**src/rtl/pc_pkg.sv**
```systemverilog
// Shared definitions for the program-counter sequencer: next-PC select codes
// and the sequential fetch increment.
package pc_pkg;

  typedef enum logic [1:0] {
    PS_HOLD = 2'b00,
    PS_INC  = 2'b01,
    PS_REL  = 2'b10,
    PS_ABS  = 2'b11
  } ps_t;

  localparam int unsigned PC_INC = 4;

endpackage

```
**src/rtl/ras_stack.sv**
```systemverilog
// Circular return-address stack: a push on a full stack overwrites the oldest
// entry; pop+push in one cycle replaces the top in place.
module ras_stack #(
  parameter int WIDTH     = 64,
  parameter int RAS_DEPTH = 4
) (
  input  logic             clock,
  input  logic             reset,
  input  logic             push,
  input  logic             pop,
  input  logic [WIDTH-1:0] din,
  output logic [WIDTH-1:0] top,
  output logic [$clog2(RAS_DEPTH):0] count,
  output logic             empty,
  output logic             full
);

  localparam int PW = $clog2(RAS_DEPTH);
  localparam int CW = PW + 1;
  localparam logic [CW-1:0] FULL_CNT = CW'(RAS_DEPTH);

  logic [WIDTH-1:0] mem [RAS_DEPTH];
  logic [PW-1:0]    sp;
  logic [PW-1:0]    sp_dec;

  // sp names the next free slot; the top lives one below it (mod depth)
  assign sp_dec = sp - 1'b1;
  assign top    = mem[sp_dec];
  assign empty  = (count == '0);
  assign full   = (count == FULL_CNT);

  always_ff @(posedge clock) begin
    if (reset) begin
      sp    <= '0;
      count <= '0;
    end else if (push && pop && !empty) begin
      sp    <= sp;
      count <= count;
    end else if (push) begin
      sp    <= sp + 1'b1;
      count <= full ? count : count + 1'b1;
    end else if (pop && !empty) begin
      sp    <= sp_dec;
      count <= count - 1'b1;
    end
  end

  // Data storage is not reset; stale entries are unreachable once count is 0
  always_ff @(posedge clock) begin
    if (!reset) begin
      if (push && pop && !empty) mem[sp_dec] <= din;
      else if (push)             mem[sp]     <= din;
    end
  end

endmodule

```
**src/rtl/pc_sequencer.sv**
```systemverilog
// Program-counter sequencer: selects hold/increment/relative/absolute next PC
// with a return-address stack for call/return.
module pc_sequencer
  import pc_pkg::*;
#(
  parameter int              WIDTH        = 64,
  parameter int              RAS_DEPTH    = 4,
  parameter logic [WIDTH-1:0] RESET_VECTOR = '0
) (
  input  logic             clock,
  input  logic             reset,
  input  logic             load,
  input  logic [1:0]       PS,
  input  logic [WIDTH-1:0] X,
  input  logic             link,
  input  logic             ret,
  output logic [WIDTH-1:0] PC_out,
  output logic [WIDTH-1:0] PC4,
  output logic             ras_empty,
  output logic             ras_full,
  output logic             misalign,
  output logic             ras_underflow
);

  logic [WIDTH-1:0]        pc_next;
  logic [WIDTH-1:0]        ras_top;
  logic [$clog2(RAS_DEPTH):0] ras_count;
  logic signed [WIDTH-1:0] rel_off;
  logic                    do_push;
  logic                    do_pop;
  logic                    misalign_next;
  logic                    underflow_next;

  assign PC4     = PC_out + WIDTH'(PC_INC);
  assign rel_off = $signed(X) <<< 2;
  assign do_push = load && link;
  assign do_pop  = load && ret;

  always_comb begin
    pc_next        = PC_out;
    misalign_next  = 1'b0;
    underflow_next = 1'b0;
    if (do_pop) begin
      pc_next        = ras_empty ? PC4 : ras_top;
      underflow_next = ras_empty;
    end else if (load) begin
      unique case (ps_t'(PS))
        PS_HOLD: pc_next = PC_out;
        PS_INC:  pc_next = PC4;
        PS_REL:  pc_next = PC_out + rel_off;
        PS_ABS: begin
          pc_next       = {X[WIDTH-1:2], 2'b00};
          misalign_next = (X[1:0] != 2'b00);
        end
        default: pc_next = PC_out;
      endcase
    end
  end

  always_ff @(posedge clock) begin
    if (reset) begin
      PC_out        <= RESET_VECTOR;
      misalign      <= 1'b0;
      ras_underflow <= 1'b0;
    end else begin
      PC_out        <= pc_next;
      misalign      <= misalign_next;
      ras_underflow <= underflow_next;
    end
  end

  ras_stack #(
    .WIDTH     (WIDTH),
    .RAS_DEPTH (RAS_DEPTH)
  ) u_ras (
    .clock (clock),
    .reset (reset),
    .push  (do_push),
    .pop   (do_pop),
    .din   (PC4),
    .top   (ras_top),
    .count (ras_count),
    .empty (ras_empty),
    .full  (ras_full)
  );

endmodule

```
**config.mk**
```make
export PLATFORM = sky130hd
export DESIGN_NAME = pc_sequencer
export DESIGN_NICKNAME = d
export VERILOG_FILES = /design/src/rtl/pc_pkg.sv /design/src/rtl/ras_stack.sv /design/src/rtl/pc_sequencer.sv
export SDC_FILE = /design/constraint.sdc
export NUM_CORES = 1
export LEC_CHECK = 0
export BUFFER_PORTS_ARGS = -buffer_cell sky130_fd_sc_hd__buf_2
export CORE_ASPECT_RATIO = 0.6
export CORE_UTILIZATION = 60
export CTS_CLUSTER_SIZE = 20
export DETAILED_ROUTE_END_ITERATION = 6
export PLACE_DENSITY_LB_ADDON = 0.2
export SLEW_MARGIN = 20
export SYNTH_ARGS = -nofsm -noshare
export SYNTH_HDL_FRONTEND = slang
export SYNTH_HIERARCHICAL = 1
export SYNTH_SLANG_ARGS = --single-unit
```
**constraint.sdc**
```tcl
create_clock -name clock -period 8.7 [get_ports clock]
set_input_delay 0.435 -clock clock [delete_from_list [all_inputs] [get_ports clock]]
set_output_delay 0.435 -clock clock [all_outputs]
set_load 0.01 [all_outputs]
```
==> impl_metrics.yaml <==
worst_setup_path:
  critical_path.cell_chain: "ha_1 > nand3_4 > nor4_4 > and2_1 > nand3_1 > xnor2_1 > buf_2"
  crit_family: "simple AND/OR/NAND/NOR gates"
  timing.critical_path.fanout_max: 10
  setup.worst_path.class: "flop to output port"
  timing.critical_path.required_ns: 8.27
  worstSetupStartpoint: "PC_out[2]"
  crit_path_top_delay_cell: "sky130_fd_sc_hd__nor4_4"
  worstRegToRegCells: 12
  regToRegSetupSlack_ns: 4.34
  cp-start-kind: "flop"
  worstSetupEndpoint: "PC4[56]"
  cp_data_arrival_time_ns: 4.25
  reg2reg_to: "PC_out[62]"
  critical_path.reg2reg.startpoint: "PC_out[2]"
  cp-end-kind: "output port"
  cp_num_buf_inv: 1
  critical_path_cell_count: 7
  timing.critical_path.slowest_cell_delay_ns: 1.02
drt:
  first_iter_violations: 2404
  routed_wirelength_um: 67040
  drc_errors: 0
  dr_vias_cell: 7.091
  final_antenna_net_count: 0
  wire_per_inst_um: 28.93
  num_vias: 16430
  detailedRoute.firstPassIterationCount: 6
placed_design:
  gp_congestion: 1.036
  dp_cells: 2255
  portbufs: 202
  dpl_worst_slack_ns: 4.140
  dp.final_hpwl_um: 46780
sta:
  drv_slew: 0
  setup_viol_count_final: 0
  final.setup.tns_ns: 0
  finalCriticalPeriod_ns: 4.682
  worst_hold_slack_ns: 0.1636
  tightestPinTransition_ns: 1.118
  max_freq_mhz: 213.6
  report.final.hold_viol_count: 0
  skew_ns: 0.02467
  timing.final.ws_setup_ns: 4.018
  slew_headroom_pct: 24.89
  rsz0062_at_grt: "false"
  post-route-period-util_pct: 53.82
grt:
  grt_usage_pct: 40.86
  grt_pass1_wl_um: 96650
  grt_remaining_overflow: 0
  grt_max_degree: 67
  number_of_antenna_violations_at_the_first_check_in_global_routing: 4
  number_of_global_route_vias_before_repair: 14750
floorplan:
  floorplan.die.width_um: 231.7
  fp.dieH_um: 139.8
  die_area_um2: 32390
  initial_core_util_pct: 60.96
  floorplan.rows: 50
  core_area_um2: 31150
  boundaryPins: 203
clock_tree:
  postCtsSetupBuffers: 0
  tritoncts: "done"
  reg_clk_slew_reported_paths_ns: 0.07
  cts_hold_buffers: 0
  clock_latency_ns: 0.60
  htreeDepth: 1
  numCtsBuffers: 30
  clock_sinks: 327
  ctsLongestPathBuffers: 3
  cts_resized: 0
  clock-root-buffer: "sky130_fd_sc_hd__clkbuf_16"
synthesis:
  synth_cells: 1718
  yosysSeqAreaShare_pct: 47.96
  synth.net_count: 1853
  ys_types: 89
  post_synth_most_frequent_cells: "256 x sky130_fd_sc_hd__edfxtp_1, 147 x sky130_fd_sc_hd__nand2_1, 125 x sky130_fd_sc_hd__a21oi_1"
  yosysMostFrequentCell: "sky130_fd_sc_hd__edfxtp_1"
  synth_seq_cells: 327
  synth.area.top_cells: "sky130_fd_sc_hd__edfxtp_1 40%, sky130_fd_sc_hd__mux4_2 7.6%, sky130_fd_sc_hd__dfxtp_1 7.5%"
  prevailing_post_synth_register_cell: "sky130_fd_sc_hd__edfxtp_1"
  synthesis.area_per_instance_um2: 11.05
  netlist.area_leader.share_pct: 40.48
  post-synth-top-area-cell: "sky130_fd_sc_hd__edfxtp_1"
  ys_warn_count: 6
  synthesis.area_um2: 18990
  synth_async_sr_flop_share_pct: 0
  synth_enable_flop_cells: 256
pwr:
  cellPowerDensity_nw_per_um2: 193.4
  total_leakage_power_nw: 8.080
  max-vdd-ir-drop_v: 0.0002280
finish:
  drive_above_1_share_pct: 20.99
  syn_to_final_growth_pct: 12.27
  final_net_count: 2007
  fin_cells: 2317
worst_hold_path:
  hp-class: "primary input to flop"
flow_run:
  total_of_max_cap_violations: 0
outcome:
  status: "completed"
[cell usage in the layout, fill, tap and decap left out, types with 13 or more instances in the layout]
cell / count
sky130_fd_sc_hd__a211oi_1: 30
sky130_fd_sc_hd__a21o_1: 40
sky130_fd_sc_hd__a21oi_1: 123
sky130_fd_sc_hd__and2_1: 13
sky130_fd_sc_hd__and3_1: 17
sky130_fd_sc_hd__buf_2: 202
sky130_fd_sc_hd__buf_4: 18
sky130_fd_sc_hd__clkbuf_16: 30
sky130_fd_sc_hd__dfxtp_1: 69
sky130_fd_sc_hd__edfxtp_1: 256
sky130_fd_sc_hd__ha_1: 62
sky130_fd_sc_hd__inv_1: 39
sky130_fd_sc_hd__mux2i_1: 18
sky130_fd_sc_hd__mux4_2: 64
sky130_fd_sc_hd__nand2_1: 146
sky130_fd_sc_hd__nand3_1: 51
sky130_fd_sc_hd__nand4_1: 36
sky130_fd_sc_hd__nor2_1: 123
sky130_fd_sc_hd__nor3_1: 40
sky130_fd_sc_hd__o211ai_1: 21
sky130_fd_sc_hd__o21a_1: 15
sky130_fd_sc_hd__o21ai_0: 72
sky130_fd_sc_hd__o21bai_1: 17
sky130_fd_sc_hd__o221ai_1: 13
sky130_fd_sc_hd__o22ai_1: 24
sky130_fd_sc_hd__or3_1: 14
sky130_fd_sc_hd__xnor2_1: 63
sky130_fd_sc_hd__xor2_1: 27
[report_power, final]
group	internal [mW]	switching [mW]
Sequential	1.76	0.0925
Combinational	0.347	0.605
Clock	0.709	0.614
Total	2.81	1.31
[routing by layer]
layer,track usage [%],vias to the layer above,routed length [um],share of wire (%)
met2,52.88,1240,26420,39
met3,14.61,159,10900,16
met4,11.29,0,2013,3.0
li1,-,7005,-,-
met5,0,-,0,0
met1,63.44,8027,27710,41
[sequential cells by signal (all words and copies together), names as in the netlist]
name,cells
PC_out,64
u_ras/mem,256
u_ras/count,3
u_ras/sp,2
misalign,1
ras_underflow,1
[final cells by class]
type                       instances  area, um^2
timing repair buffer             221        1174
multi-input combinational       1253        9382
antenna                            5       12.51
clock buffer                      36       783.3
tap                              416       520.5
fill                            2316        9833
clock inverter                    20       187.7
inverter                          39       146.4
sequential                       327        9116
[through the flow]
stage	power [mW]	util, %	instance area [um^2]
5_1_grt	4.244	68.43	21320
2_1_floorplan	2.457	-	18990
6_report	4.124	68.44	21320
3_3_place_gp	2.767	65.18	20310
3_5_place_dp	2.785	65.18	20310
4_1_cts	4.087	68.30	21280
[kinds of logic after synthesis]
group | Yosys count | share of synthesized area, %
AO/OA/AOI/OAI | 488 | 17.37
adder cells (fa/ha/maj) | 64 | 4.295
buffers and inverters | 138 | 2.991
XOR/XNOR | 97 | 4.750
flip-flops | 327 | 47.96
AND/OR/NAND/NOR | 518 | 13.85
multiplexers | 86 | 8.775
[worst min path at each step]
stage	from	end	slack [ns]	cells after the start
6_report	X[23]	PC_out[23]	0.16	3
3_5_place_dp	PC_out[14]	PC_out[14]	0.54	2
3_3_place_gp	PC_out[0]	u_ras/mem[3][0]	0.53	0
5_1_grt	X[0]	misalign	0.17	3
2_1_floorplan	reset	u_ras/count[0]	0.50	1
4_1_cts	X[0]	misalign	0.15	3
[worst reg2reg max path, cell delays in order (launching register included)]
cell	delay [ns]
sky130_fd_sc_hd__dfxtp_1	0.61
sky130_fd_sc_hd__ha_1	0.26
sky130_fd_sc_hd__inv_1	0.06
sky130_fd_sc_hd__fa_1	0.41
sky130_fd_sc_hd__nor2b_1	0.26
sky130_fd_sc_hd__o31a_1	0.31
sky130_fd_sc_hd__o21ai_1	0.21
sky130_fd_sc_hd__o211ai_2	0.33
sky130_fd_sc_hd__nand4_1	0.28
sky130_fd_sc_hd__a2111oi_0	0.98
sky130_fd_sc_hd__o311a_1	0.27
sky130_fd_sc_hd__nor3_1	0.07
sky130_fd_sc_hd__a211o_1	0.23
Power figures use the tool's default switching activity.
